File: config.mk
export PLATFORM = sky130hd
export DESIGN_NAME = pipe_stage_skid
export DESIGN_NICKNAME = d
export VERILOG_FILES = /design/src/rtl/pipe_stage_skid.sv
export SDC_FILE = /design/constraint.sdc
export NUM_CORES = 1
export LEC_CHECK = 0
export BUFFER_PORTS_ARGS = -buffer_cell sky130_fd_sc_hd__buf_2
export CAP_MARGIN = 0
export CORE_ASPECT_RATIO = 1.1
export CORE_MARGIN = 3
export CORE_UTILIZATION = 58
export DETAILED_ROUTE_END_ITERATION = 10
export GPL_TIMING_DRIVEN = 0
export PLACE_DENSITY_LB_ADDON = 0.08
export SYNTH_ARGS = -nofsm -noshare
export SYNTH_HDL_FRONTEND = slang
export SYNTH_SLANG_ARGS = --single-unit
export TNS_END_PERCENT = 30
File: constraint.sdc
create_clock -name clk -period 5.32 [get_ports clk]
set_clock_uncertainty 0.1 [all_clocks]
set_input_delay 0.266 -clock clk [delete_from_list [all_inputs] [get_ports clk]]
set_output_delay 0.266 -clock clk [all_outputs]
set_load 0.02 [all_outputs]
File: src/rtl/pipe_stage_skid.sv
// Pipeline stage register with valid/ready handshake and a two-entry skid
// buffer. in_ready depends only on local state, so no combinational path
// crosses the stage in either direction. A flush empties both entries, and
// two saturating counters record stall and flush activity.
module pipe_stage_skid #(
   parameter int                 WIDTH  = 48,
   parameter logic [WIDTH-1:0]   BUBBLE = {WIDTH{1'b0}},
   parameter int                 CNTW   = 16
) (
   input  logic             clk,
   input  logic             rst,
   input  logic             in_valid,
   output logic             in_ready,
   input  logic [WIDTH-1:0] in_data,
   input  logic             flush,
   output logic             out_valid,
   input  logic             out_ready,
   output logic [WIDTH-1:0] out_data,
   output logic [CNTW-1:0]  stall_cnt,
   output logic [CNTW-1:0]  flush_cnt
);

   // State encoding is {main_v, skid_v}; 2'b01 is unreachable.
   typedef enum logic [1:0] {
      EMPTY = 2'b00,
      ONE   = 2'b10,
      FULL  = 2'b11
   } state_t;

   state_t           state_q, state_d;
   logic [WIDTH-1:0] main_d, main_d_next;
   logic [WIDTH-1:0] skid_d, skid_d_next;
   logic             main_v, skid_v;
   logic             in_fire, out_fire;
   logic             stall_inc, flush_inc;

   assign main_v    = state_q[1];
   assign skid_v    = state_q[0];

   assign in_ready  = !skid_v;
   assign out_valid = main_v;
   assign out_data  = main_v ? main_d : BUBBLE;

   assign in_fire   = in_valid & in_ready;
   assign out_fire  = out_valid & out_ready;

   assign stall_inc = main_v & !out_ready;
   assign flush_inc = flush & (main_v | skid_v);

   // Next-state and next-data selection; flush overrides the handshake.
   always_comb begin
      // NOTE: every output of this block gets a default first, so no path
      // leaves a signal unassigned and no latch is inferred.
      state_d     = state_q;
      main_d_next = main_d;
      skid_d_next = skid_d;
      if (flush) begin
         // A beat taken upstream this cycle is dropped; a downstream
         // transfer this cycle has already been sampled by the consumer.
         state_d     = EMPTY;
         main_d_next = BUBBLE;
         skid_d_next = BUBBLE;
      end else begin
         unique case (state_q)
            EMPTY: begin
               if (in_fire) begin
                  state_d     = ONE;
                  main_d_next = in_data;
               end
            end
            ONE: begin
               if (in_fire && out_fire) begin
                  main_d_next = in_data;
               end else if (in_fire) begin
                  state_d     = FULL;
                  skid_d_next = in_data;
               end else if (out_fire) begin
                  state_d     = EMPTY;
                  main_d_next = BUBBLE;
               end
            end
            FULL: begin
               if (out_fire) begin
                  state_d     = ONE;
                  main_d_next = skid_d;
                  skid_d_next = BUBBLE;
               end
            end
            default: begin
               state_d     = EMPTY;
               main_d_next = BUBBLE;
               skid_d_next = BUBBLE;
            end
         endcase
      end
   end

   // State and payload registers; the payload registers are reset to BUBBLE
   // so that a stale beat can never reach out_data.
   always_ff @(posedge clk) begin
      // NOTE: sequential state uses non-blocking assignments so every
      // register samples the pre-edge values of the others.
      if (rst) begin
         state_q <= EMPTY;
         main_d  <= BUBBLE;
         skid_d  <= BUBBLE;
      end else begin
         state_q <= state_d;
         main_d  <= main_d_next;
         skid_d  <= skid_d_next;
      end
   end

   // Saturating stall counter: cycles where the consumer holds off a beat.
   always_ff @(posedge clk) begin
      if (rst) begin
         stall_cnt <= '0;
      end else if (stall_inc && (stall_cnt != {CNTW{1'b1}})) begin
         stall_cnt <= stall_cnt + CNTW'(1);
      end
   end

   // Saturating flush counter: flushes that actually kill a held beat.
   always_ff @(posedge clk) begin
      if (rst) begin
         flush_cnt <= '0;
      end else if (flush_inc && (flush_cnt != {CNTW{1'b1}})) begin
         flush_cnt <= flush_cnt + CNTW'(1);
      end
   end

endmodule
## After elaboration in Yosys (flattened, before gate mapping)

Cells that the tools add are included.

- Output and inout port bits: 82
- Logic and storage cells: 49
- Input bits: 53
- Flip-flop bits (word level): 130

- Multiplexer cells: 15
- Add/sub/neg operators: 2
- Bitwise operators: 6
- Reductions and logical operators: 10
- Equal/unequal tests: 11

Operators by type and width:

| operator | number |
|---|---|
| $mux W48 | 7 |
| $pmux W48 S3 | 2 |
| $add A16 B1 Y16 const B | 2 |
| $ne A16 B16 Y1 const B | 2 |
| $reduce_and A4 Y1 | 3 |
| $mux W2 | 5 |
| $ne A3 B3 Y1 const B | 3 |
| $ne A2 B2 Y1 const B | 4 |
| $pmux W2 S3 | 1 |
| $and A1 B1 Y1 | 4 |
| $eq A2 B2 Y1 const B | 2 |
| $logic_and A1 B1 Y1 | 3 |
| $logic_not A1 Y1 | 2 |
| $logic_not A2 Y1 | 1 |
| $reduce_or A2 Y1 | 1 |
| $not A1 Y1 | 1 |
| $or A1 B1 Y1 | 1 |

## Logic depth before layout (Yosys ltp)

Gate-level depths: netlist (run 1).

- Depth after elaboration: 5
- Depth in mapped cells: 10

## Worst setup path before layout (run 1)

No wires, ideal clock.

- Path kind: reg2reg
- From: reg state_q[1]
- To: reg flush_cnt[10]
- Setup time: 0.070 ns
- Stages on the path, launching flop included: 9
- Path buffers: 2
- Slack: 2.849 ns
- Clock period less this slack: 2.471 ns
- Arrival time: 2.301 ns
- Required time: 5.150 ns
- Cell sequence: dfxtp_1 buf_2 inv_1 ha_1 clkbuf_1 nand2b_1 or3_1 or4_1 a21oi_1

- Cells in the longest elaborated chain, start to end: 3

Ends and longest elaborated chain:

| element | line | RTL |
|---|---|---|
| start, declared | 30 | `state_t state_q, state_d;` |
| start signal, assigned | 108 | `state_q <= state_d;` |
| $or A1 B1 Y1 | 48 | `assign flush_inc = flush & (main_v \| skid_v);` |
| $and A1 B1 Y1 | 48 |  |
| $logic_and A1 B1 Y1 | 127 | `end else if (flush_inc && (flush_cnt != {CNTW{1'b1}})) begin` |
| end signal, assigned | 128 | `flush_cnt <= flush_cnt + CNTW'(1);` |
| end, declared | 20 | `output logic [CNTW-1:0] flush_cnt` |

Every way passes these cells.
A chain may end at the register's enable or synchronous reset.

## Final worst setup path (run 1)

- From: reg state_q[1]
- To: reg main_d[18]

- Cells in the longest elaborated chain, start to end: 4
- Elaborated cells between the ends (all ways): 12
- Classes of those cells: eq/ne (6); mux (2); bitwise (1); reduce/logical (3)

Ends and longest elaborated chain:

| element | line | RTL |
|---|---|---|
| $and A1 B1 Y1 | 45 | `assign out_fire = out_valid & out_ready;` |
| $logic_and A1 B1 Y1 | 72 | `if (in_fire && out_fire) begin` |
| $ne A3 B3 Y1 (no line) or $mux W48 (tied branches) | n/a |  |
| $reduce_and A4 Y1 (no line) or $pmux W48 S3 (tied branches) | n/a |  |
| end signal, assigned | 109 | `main_d <= main_d_next;` |
| end, declared | 31 | `logic [WIDTH-1:0] main_d, main_d_next;` |

Parallel ways exist; a longest one is shown, timed or not.

==> results of run 1 <==
[kinds of logic (layout without fill, tap and decap cells)]
kind of cell	after synthesis	in the layout	share of synthesized area
muxes	7	7	0.01254
adders and majority gates	7	7	0.01463
and+or+nand+nor	199	199	0.2048
xor gates and xnor gates	2	2	0.002926
other	0	1	0
DFF	130	130	0.4347
buffers and inverters	68	281	0.04619
AOI/OAI and AO/OA	256	256	0.2842
[registers in the layout (all words and copies together) (netlist names)]
name and flops:
main_d 48, stall_cnt 16, state_q 2, flush_cnt 16
skid_d 48
[worst paths after layout]
check | end | slack, ns | start | cells past startpoint
worst min register to register | main_d[9] | 0.34 | main_d[9] | 1
worst min-delay path | flush_cnt[1] | 0.07 | rst | 3
worst max register to register | main_d[18] | 2.48 | state_q[1] | 9
worst max-delay path | main_d[18] | 2.48 | state_q[1] | 9
[routing by layer]
layer / track usage / up-vias / routed length [microns] / share of wire
li1: - / 2941 / - / -
met1: 0.3621 / 2936 / 7000 / 0.41
met2: 0.5026 / 295 / 8421 / 0.49
met3: 0.08701 / 40 / 1189 / 0.070
met4: 0.1209 / 0 / 420 / 0.025
met5: 0 / - / 0 / 0
[per-stage QoR]
stage / std cells / cell area (sq um)
detailed placement: 923 / 6808
finish: 1003 / 7835
global placement: 923 / 6808
floorplan: 669 / 5987
global route: 1003 / 7835
CTS: 1002 / 7833
[layout by cell type (no fill, tap or decap), types with 4 or more instances in the layout]
master and n:
clkinv_2 5, or3_1 9, nand4_1 57, nor4_1 6, mux2_2 4, dfxtp_1 130
nand2_1 8, nor2b_1 6, inv_1 7, dlygate4sd3_1 48, o31ai_1 10, a22o_1 49
clkbuf_8 4, a21o_1 48, clkbuf_16 16, buf_1 4, and2_1 49, nor3_1 12
a21oi_1 68, o21ai_0 57, ha_1 7, clkinvlp_4 4, buf_2 151, a31oi_1 4
or4_1 9, nor2_1 13, nand3_1 11, clkbuf_1 41
[critical path, delay by kind of cell, from the launching register on]
| family | cells | cell delay (ns) |
|---|---|---|
| AO/OA/AOI/OAI | 2 | 0.27 |
| AND/OR/NAND/NOR | 2 | 0.78 |
| flip-flops | 1 | 0.47 |
| buffers and inverters | 4 | 0.96 |
| adder cells (fa/ha/maj) | 1 | 0.20 |
[power groups by stage]
stage | Combinational [mW] | Sequential [mW] | Clock [mW]
floorplan | 0.0952 | 1.02 | 0
global placement | 0.158 | 1.02 | 0
detailed placement | 0.162 | 1.02 | 0
CTS | 0.189 | 0.999 | 1.07
global route | 0.212 | 1.00 | 1.12
finish | 0.194 | 1.00 | 1.07
[final cells by class]
| cell class | count | area share |
|---|---|---|
| Clock inverter | 10 | 0.01086 |
| Inverter | 7 | 0.003354 |
| Timing Repair Buffer | 182 | 0.1469 |
| Antenna cell | 1 | 0.0003194 |
| Buffer | 61 | 0.03194 |
| Sequential cell | 130 | 0.3322 |
| Tap cell | 120 | 0.01916 |
| Multi-Input combinational cell | 471 | 0.3967 |
| Clock buffer | 21 | 0.05861 |
[cells in the mapped netlist, drive strengths merged (7+ instances only)]
cell type,n,area [sq um]
dfxtp,130,2603
a21oi,68,340.3
nand4,58,377.9
o21ai,58,290.3
a22o,49,429.2
and2,49,306.5
a21o,48,360.4
clkbuf,40,150.1
buf,21,100.1
nor2,13,48.80
nor3,12,60.06
nand3,11,55.05
o31ai,10,75.07
or3,10,67.56
or4,9,67.56
nand2,8,30.03
nor4,8,62.56
ha,7,87.58
inv,7,26.28
==> flow_metrics.tcl, run 1 <==
set metrics [dict create \
    wirelength_mm 17.03 \
    ir_drop_mv 0.2690 \
    hp-class "in2reg" \
    cap_viol_max_count 0 \
    comb_power_share 0.086 \
    cts_root_buffer "clkbuf_8" \
    max_slew.worst_pin.slew_ns 0.5331 \
    synth_seq_area_share 0.4347 \
    synthArstFlopShare 0 \
    postCtsHoldBufs 48 \
    track_usage 0.3016 \
    path_clk_slew_ns 0.06 \
    start_kind "register" \
    post_cts_buffers 0 \
    slowest_delay_ns 0.47 \
    cpMostUsedCell "buf_2" \
    switching_share 0.2416 \
    cts_sinks 130 \
    synthCells 669 \
    cts_resized 0 \
    whs_ns 0.07019 \
    grt_max_degree 17 \
    cp_data_required_time_ns 5.69 \
    powerDensity_mw_per_mm2 288.8 \
    cts-buffers-inserted 17 \
    drive_gt1_frac 0.2177 \
    vias 6212 \
    ys_types 51 \
    drt-wirelength-per-cell_microns 16.98 \
    final_hold_viol_count 0 \
    period_share 0.5334 \
    yosysWarnings 0 \
    overflow 0 \
    rsz0062_at_grt "false" \
    grt_pass1_vias 6006 \
    dr.pass1.iters 6 \
    worstPathCellList "buf_2 > inv_1 > ha_1 > or3_1 > nor4_2 > buf_2 > buf_2 > a22o_1 > a21o_1" \
    ant_nets 0 \
    syn_area_per_cell_sq_um 8.949 \
    total_power_mw 2.262 \
    dieArea_sq_mm 0.01158 \
    power.internal_mw 1.716 \
    synth_fp_nets 729 \
    area_growth_syn_to_layout_pct 30.87 \
    setup_viol 0 \
    min_period_ns 2.838 \
    critPathKind "reg2reg" \
    tns_ns 0 \
    die_y_microns 112.6 \
    clkLatencyLatePin_ns 0.53 \
    power_frac_clock 0.473 \
    dpl.hpwl_mm 11.33 \
    rows 38 \
    ys.flop_type "dfxtp_1" \
    htreeDepth 4 \
    grt_pass1_wl_mm 28.32 \
    fillers 706 \
    numPortBuffers 134 \
    power_frac_seq 0.442 \
    maxClockFrequency_ghz 0.3524 \
    worst_slack_ns 2.482 \
    nets 930 \
    core_area_sq_mm 0.009985 \
    clock_path_buffers 2 \
    start_util 0.5996 \
    synth_seq_cells 130 \
    timing.slew.headroom 0.6413 \
    antenna_found_initial 1 \
    post-route-util 0.7847 \
    drtIter0Drc 519 \
    status "finished, final reports clean" \
    synth-edff-count 0 \
    multiInputGateArea_sq_mm 0.003108 \
    power.switching_mw 0.5466 \
    gp_routability_congestion 0.8835 \
    die_x_microns 102.9 \
    path_max_fanout 10 \
    io_pins 135 \
    syn_area_sq_mm 0.005987 \
    crit_path_top_delay_cell "dfxtp_1" \
    drc_errors 0 \
    power.leakage_nw 3.477 \
    critPathCaptureType "register" \
    viasPerCell 6.193 \
    layout.area.seq_sq_mm 0.002603 \
    dp_slack_ns 2.527 \
    arrival_ns 3.20 \
    cts_tree "done" \
    finalMaxSlewViolations 0 \
]
No activity file was read; power rests on OpenSTA's default activity.
==> inputs of run 2 (changes only) <==
CORE_UTILIZATION = 54   (was 58)
clock period = 2.81 ns   (was 5.32 ns; I/O delays follow)
==> run 2 against run 1 <==
  * Global-route usage down 2.7 points
  * Die area up 7.0%
  * Combinational power up 92%
  * Via count up 0.23%
  * Cell count up 2.1%
  * Critical path depth unchanged
  * Clock power up 110%
  * Maximum frequency up 7.0%
  * Cell area up 1.5%
  * Wire length up 1.5%
==> flow_metrics.tcl, run 2 (synthesized netlist as in run 1, its figures left out) <==
set metrics [dict create \
    cts-buffers-inserted 17 \
    status "finished, final reports clean" \
    critPathCaptureType "register" \
    clkLatencyLatePin_ns 0.41 \
    final_hold_viol_count 0 \
    overflow 0 \
    path_clk_slew_ns 0.05 \
    crit_end "main_d[27]" \
    vias 6226 \
    viasPerCell 6.080 \
    path_max_fanout 10 \
    cts_tree "done" \
    nets 930 \
    r2r_end "main_d[27]" \
    numPortBuffers 134 \
    die_x_microns 106.4 \
    tns_ns 0 \
    drive_gt1_frac 0.2168 \
    min_period_ns 2.653 \
    dpl.hpwl_mm 11.58 \
    start_util 0.5654 \
    cts_root_buffer "clkbuf_16" \
    cap_viol_max_count 0 \
    grt_pass1_wl_mm 27.46 \
    io_pins 135 \
    critPathKind "reg2reg" \
    slowest_delay_ns 0.46 \
    period_share 0.9440 \
    grt_pass1_vias 5785 \
    htreeDepth 4 \
    start_kind "register" \
    rrSetupSlack_ns 0.16 \
    worstPathCellList "clkbuf_4 > inv_1 > ha_1 > or3_1 > nor4_4 > buf_4 > buf_2 > a22o_1 > a21o_1" \
    timing.slew.headroom 0.6097 \
    area_growth_syn_to_layout_pct 32.85 \
    wirelength_mm 17.29 \
    reg.largest.list "main_d: 48 flops, skid_d: 48 flops" \
    dr.pass1.iters 5 \
    total_power_mw 4.562 \
    ir_drop_mv 0.4867 \
    maxClockFrequency_ghz 0.3770 \
    drtIter0Drc 461 \
    drc_errors 0 \
    gp_routability_congestion 0.8716 \
    antenna_found_initial 0 \
    post-route-util 0.7512 \
    final_common_cell "buf_2" \
    hp-class "in2reg" \
    ant_nets 0 \
    most-common-layout-cells "149 x buf_2, 129 x dfxtp_1, 68 x a21oi_1, 57 x o21ai_0, 57 x nand4_1" \
    cts_sinks 130 \
    r2r_cells 9 \
    clock_path_buffers 2 \
    max_slew.worst_pin.slew_ns 0.5801 \
    core_area_sq_mm 0.01059 \
    finalMaxSlewViolations 0 \
    post_cts_buffers 0 \
    rows 39 \
    arrival_ns 2.91 \
    cp_data_required_time_ns 3.06 \
    dieArea_sq_mm 0.01239 \
    worst_r2r_startpoint "state_q[1]" \
    power.leakage_nw 3.520 \
    rsz0062_at_grt "false" \
    diodes 0 \
    track_usage 0.2743 \
    grt_max_degree 17 \
    powerDensity_mw_per_mm2 573.6 \
    drt-wirelength-per-cell_microns 16.88 \
    cp-startpoint "state_q[1]" \
    crit_path_top_delay_cell "or3_1" \
    die_y_microns 116.4 \
    setup_viol 0 \
]
[run 2: cell types whose count changed in the layout (fill, tap and decap cells not counted), sizes merged]
cell	previous run	this run
clkinvlp	4	0
buf	155	153
clkbuf	61	67
diode	1	0
clkinv	5	1
bufinv	1	4
[run 2: final cells by class]
type                       count  area (sq um)
fill                         794          2635
clock inverter                 5         125.1
clock buffer                  25         485.5
buffer                        61         260.3
timing repair buffer         182          1151
multi-input combinational    471          3123
sequential                   130          2604
inverter                       7         26.28
tap                          143         178.9
[run 2: stage by stage]
step / area, sq um / cells / setup WS (ns) / hold WS [ns]
after floorplan: 5987 / 669 / 0.3389 / 0.1948
after global placement: 6837 / 946 / 0.08471 / 0.3242
after detailed placement: 6837 / 946 / 0.003113 / 0.3308
after CTS: 7931 / 1024 / 0.03364 / 0.05942
after global routing: 7954 / 1024 / 0.01412 / 0.09306
final: 7954 / 1024 / 0.1574 / 0.06618
[run 2: worst min path at each step]
stage	start	endpoint	slack, ns	depth (start not counted)
final	rst	flush_cnt[1]	0.07	3
after global routing	flush	flush_cnt[3]	0.09	4
after CTS	rst	flush_cnt[1]	0.06	3
after detailed placement	main_d[9]	main_d[9]	0.33	1
after global placement	main_d[40]	main_d[40]	0.32	1
after floorplan	in_data[8]	skid_d[8]	0.19	2
[run 2: metal layers]
layer  track usage  routed length [microns]  vias up
met5             0                        0        -
met2        0.4833                     8818      281
li1              -                        -     2941
met4        0.1339                      460        0
met1        0.3188                     6878     2962
met3       0.05804                     1132       42
[run 2: what timing repair did]
action,4_1_cts,5_1_grt
endpoints found under the setup margin,4,53
gates cloned,0,0
endpoints found under the hold margin,95,0
resized for setup,2,7
hold buffers,48,0
[run 2: worst max-delay path, delay by kind of cell (launching register included)]
family,cells,cell delay (ns)
DFF,1,0.39
adders and majority gates,1,0.20
and+or+nand+nor,2,0.78
buffers and inverters,4,0.84
AOI/OAI and AO/OA,2,0.28
[run 2: report_power, final]
part	internal, mW	switching [mW]	total, mW
Combinational	0.148	0.225	0.373
Sequential	1.88	0.0183	1.89
Clock	1.54	0.751	2.29
==> inputs of run 3 (changes only) <==
RECOVER_POWER = 25   (was default)
==> run 3 against run 2 <==
  * Count of clock-buffer cells in the layout is the same
  * Via count shrank 0.26%
  * Register-to-register slack is essentially flat
  * Sequential share of layout area grew 0.18 points
  * Worst setup slack lost 0.00099 ns
  * Clock power is essentially flat
==> flow_metrics.tcl, run 3 (synthesized netlist as in run 1, its figures left out) <==
set metrics [dict create \
    rsz0062_at_grt "false" \
    power.leakage_nw 3.465 \
    path_max_fanout 10 \
    die_y_microns 116.4 \
    grt_max_degree 17 \
    whs_ns 0.06737 \
    placed_cells 946 \
    final_hold_viol_count 0 \
    stdcell_count 1024 \
    post_dp_cell_area_sq_mm 0.006837 \
    critical_path.top_delay_family "buffers and inverters" \
    cp_data_required_time_ns 3.07 \
    dr.pass1.iters 5 \
    htreeDepth 4 \
    numPortBuffers 134 \
    maxClockFrequency_ghz 0.3769 \
    area_growth_syn_to_layout_pct 32.14 \
    overflow 0 \
    status "finished, final reports clean" \
    viasPerCell 6.064 \
    worst_r2r_startpoint "state_q[1]" \
    path_clk_slew_ns 0.05 \
    crit_path_top_delay_cell "or3_1" \
    arrival_ns 2.91 \
    setup_viol 0 \
    cap_viol_max_count 0 \
    powerDensity_mw_per_mm2 576.8 \
    critPathCaptureType "register" \
    critPathBufInv 4 \
    gp_routability_congestion 0.8716 \
    timing.slew.headroom 0.3408 \
    clock_path_buffers 2 \
    drive_gt1_frac 0.2066 \
    core_area_sq_mm 0.01059 \
    ant_nets 0 \
    cts-buffers-inserted 17 \
    dp_slack_ns 0.003113 \
    cts_tree "done" \
    vias 6210 \
    ir_drop_mv 0.4872 \
    finalMaxSlewViolations 0 \
    most-common-layout-cells "142 x buf_2, 129 x dfxtp_1, 68 x a21oi_1, 58 x nand4_1, 57 x o21ai_0" \
    dpl.hpwl_mm 11.58 \
    grt_pass1_wl_mm 27.46 \
    diodes 0 \
    dieArea_sq_mm 0.01239 \
    rows 39 \
    fillers 807 \
    start_util 0.5654 \
    worst_slack_ns 0.1565 \
    wirelength_mm 17.27 \
    die_x_microns 106.4 \
    drc_errors 0 \
    period_share 0.9443 \
    final_cell_area_sq_mm 0.007911 \
    cts_root_buffer "clkbuf_16" \
    drt-wirelength-per-cell_microns 16.87 \
    hp-class "in2reg" \
    grt_pass1_vias 5785 \
    drtIter0Drc 472 \
    clkLatencyLatePin_ns 0.41 \
    worstHoldStart "rst" \
    cp-startpoint "state_q[1]" \
    post_cts_buffers 0 \
    final_common_cell "buf_2" \
    max_slew.worst_pin.slew_ns 0.9760 \
    post-route-util 0.7471 \
    start_kind "register" \
    tns_ns 0 \
    reg.largest.list "main_d: 48 flops, skid_d: 48 flops" \
    track_usage 0.2743 \
    total_power_mw 4.563 \
    nets 930 \
    worstPathCellList "clkbuf_4 > inv_1 > ha_1 > or3_1 > nor4_4 > buf_4 > buf_2 > a22o_1 > a21o_1" \
    cts_sinks 130 \
    min_period_ns 2.654 \
    slowest_delay_ns 0.46 \
    io_pins 135 \
    critPathKind "reg2reg" \
    antenna_found_initial 0 \
]
-- run 3: changes by cell type in the layout (fill, tap and decap cells not counted) --
cell      delta
o41ai_4      -1
and2_1       -4
clkbuf_1     +7
and2_0       +4
nand4_1      +1
o41ai_1      +1
nand4_4      -1
buf_2        -7
-- run 3: repair_timing --
| item | in CTS | in global routing |
|---|---|---|
| setup endpoints to repair | 4 | 53 |
| hold buffers | 48 | 0 |
| resized for setup | 2 | 7 |
| endpoints found under the hold margin | 95 | 0 |
-- run 3: worst register-to-register path: stages (launching register included) --
cell      delay [ns]
dfxtp_2         0.39
clkbuf_4        0.23
inv_1           0.11
ha_1            0.20
or3_1           0.46
nor4_4          0.32
buf_4           0.24
buf_2           0.26
a22o_1          0.19
a21o_1          0.09
-- run 3: final timing paths --
path | endpoint | slack [ns] | cells past startpoint
max reg2reg | main_d[27] | 0.16 | 9
min reg2reg | main_d[45] | 0.34 | 1
min | flush_cnt[1] | 0.07 | 3
max | main_d[27] | 0.16 | 9
-- run 3: per-layer routing --
| metal | share of wire | global-route usage |
|---|---|---|
| met5 | 0 | 0 |
| met4 | 0.028 | 0.1339 |
| met3 | 0.060 | 0.05804 |
| met2 | 0.51 | 0.4833 |
| met1 | 0.40 | 0.3188 |
-- run 3: layout make-up --
cell class / count / area [sq um] / area share
buffer: 61 / 260.3 / 0.03290
clock buffer: 25 / 485.5 / 0.06136
timing repair buffer: 182 / 1142 / 0.1444
clock inverter: 5 / 125.1 / 0.01582
inverter: 7 / 26.28 / 0.003321
multi-input combinational: 471 / 3089 / 0.3905
sequential: 130 / 2604 / 0.3291
tap: 143 / 178.9 / 0.02262
-- run 3: report_power, final --
group	switching, mW	leakage (nW)	total [mW]	internal (mW)
combinational	0.224	2.12	0.372	0.147
clock	0.753	0.297	2.30	1.54
sequential	0.0183	1.05	1.89	1.88
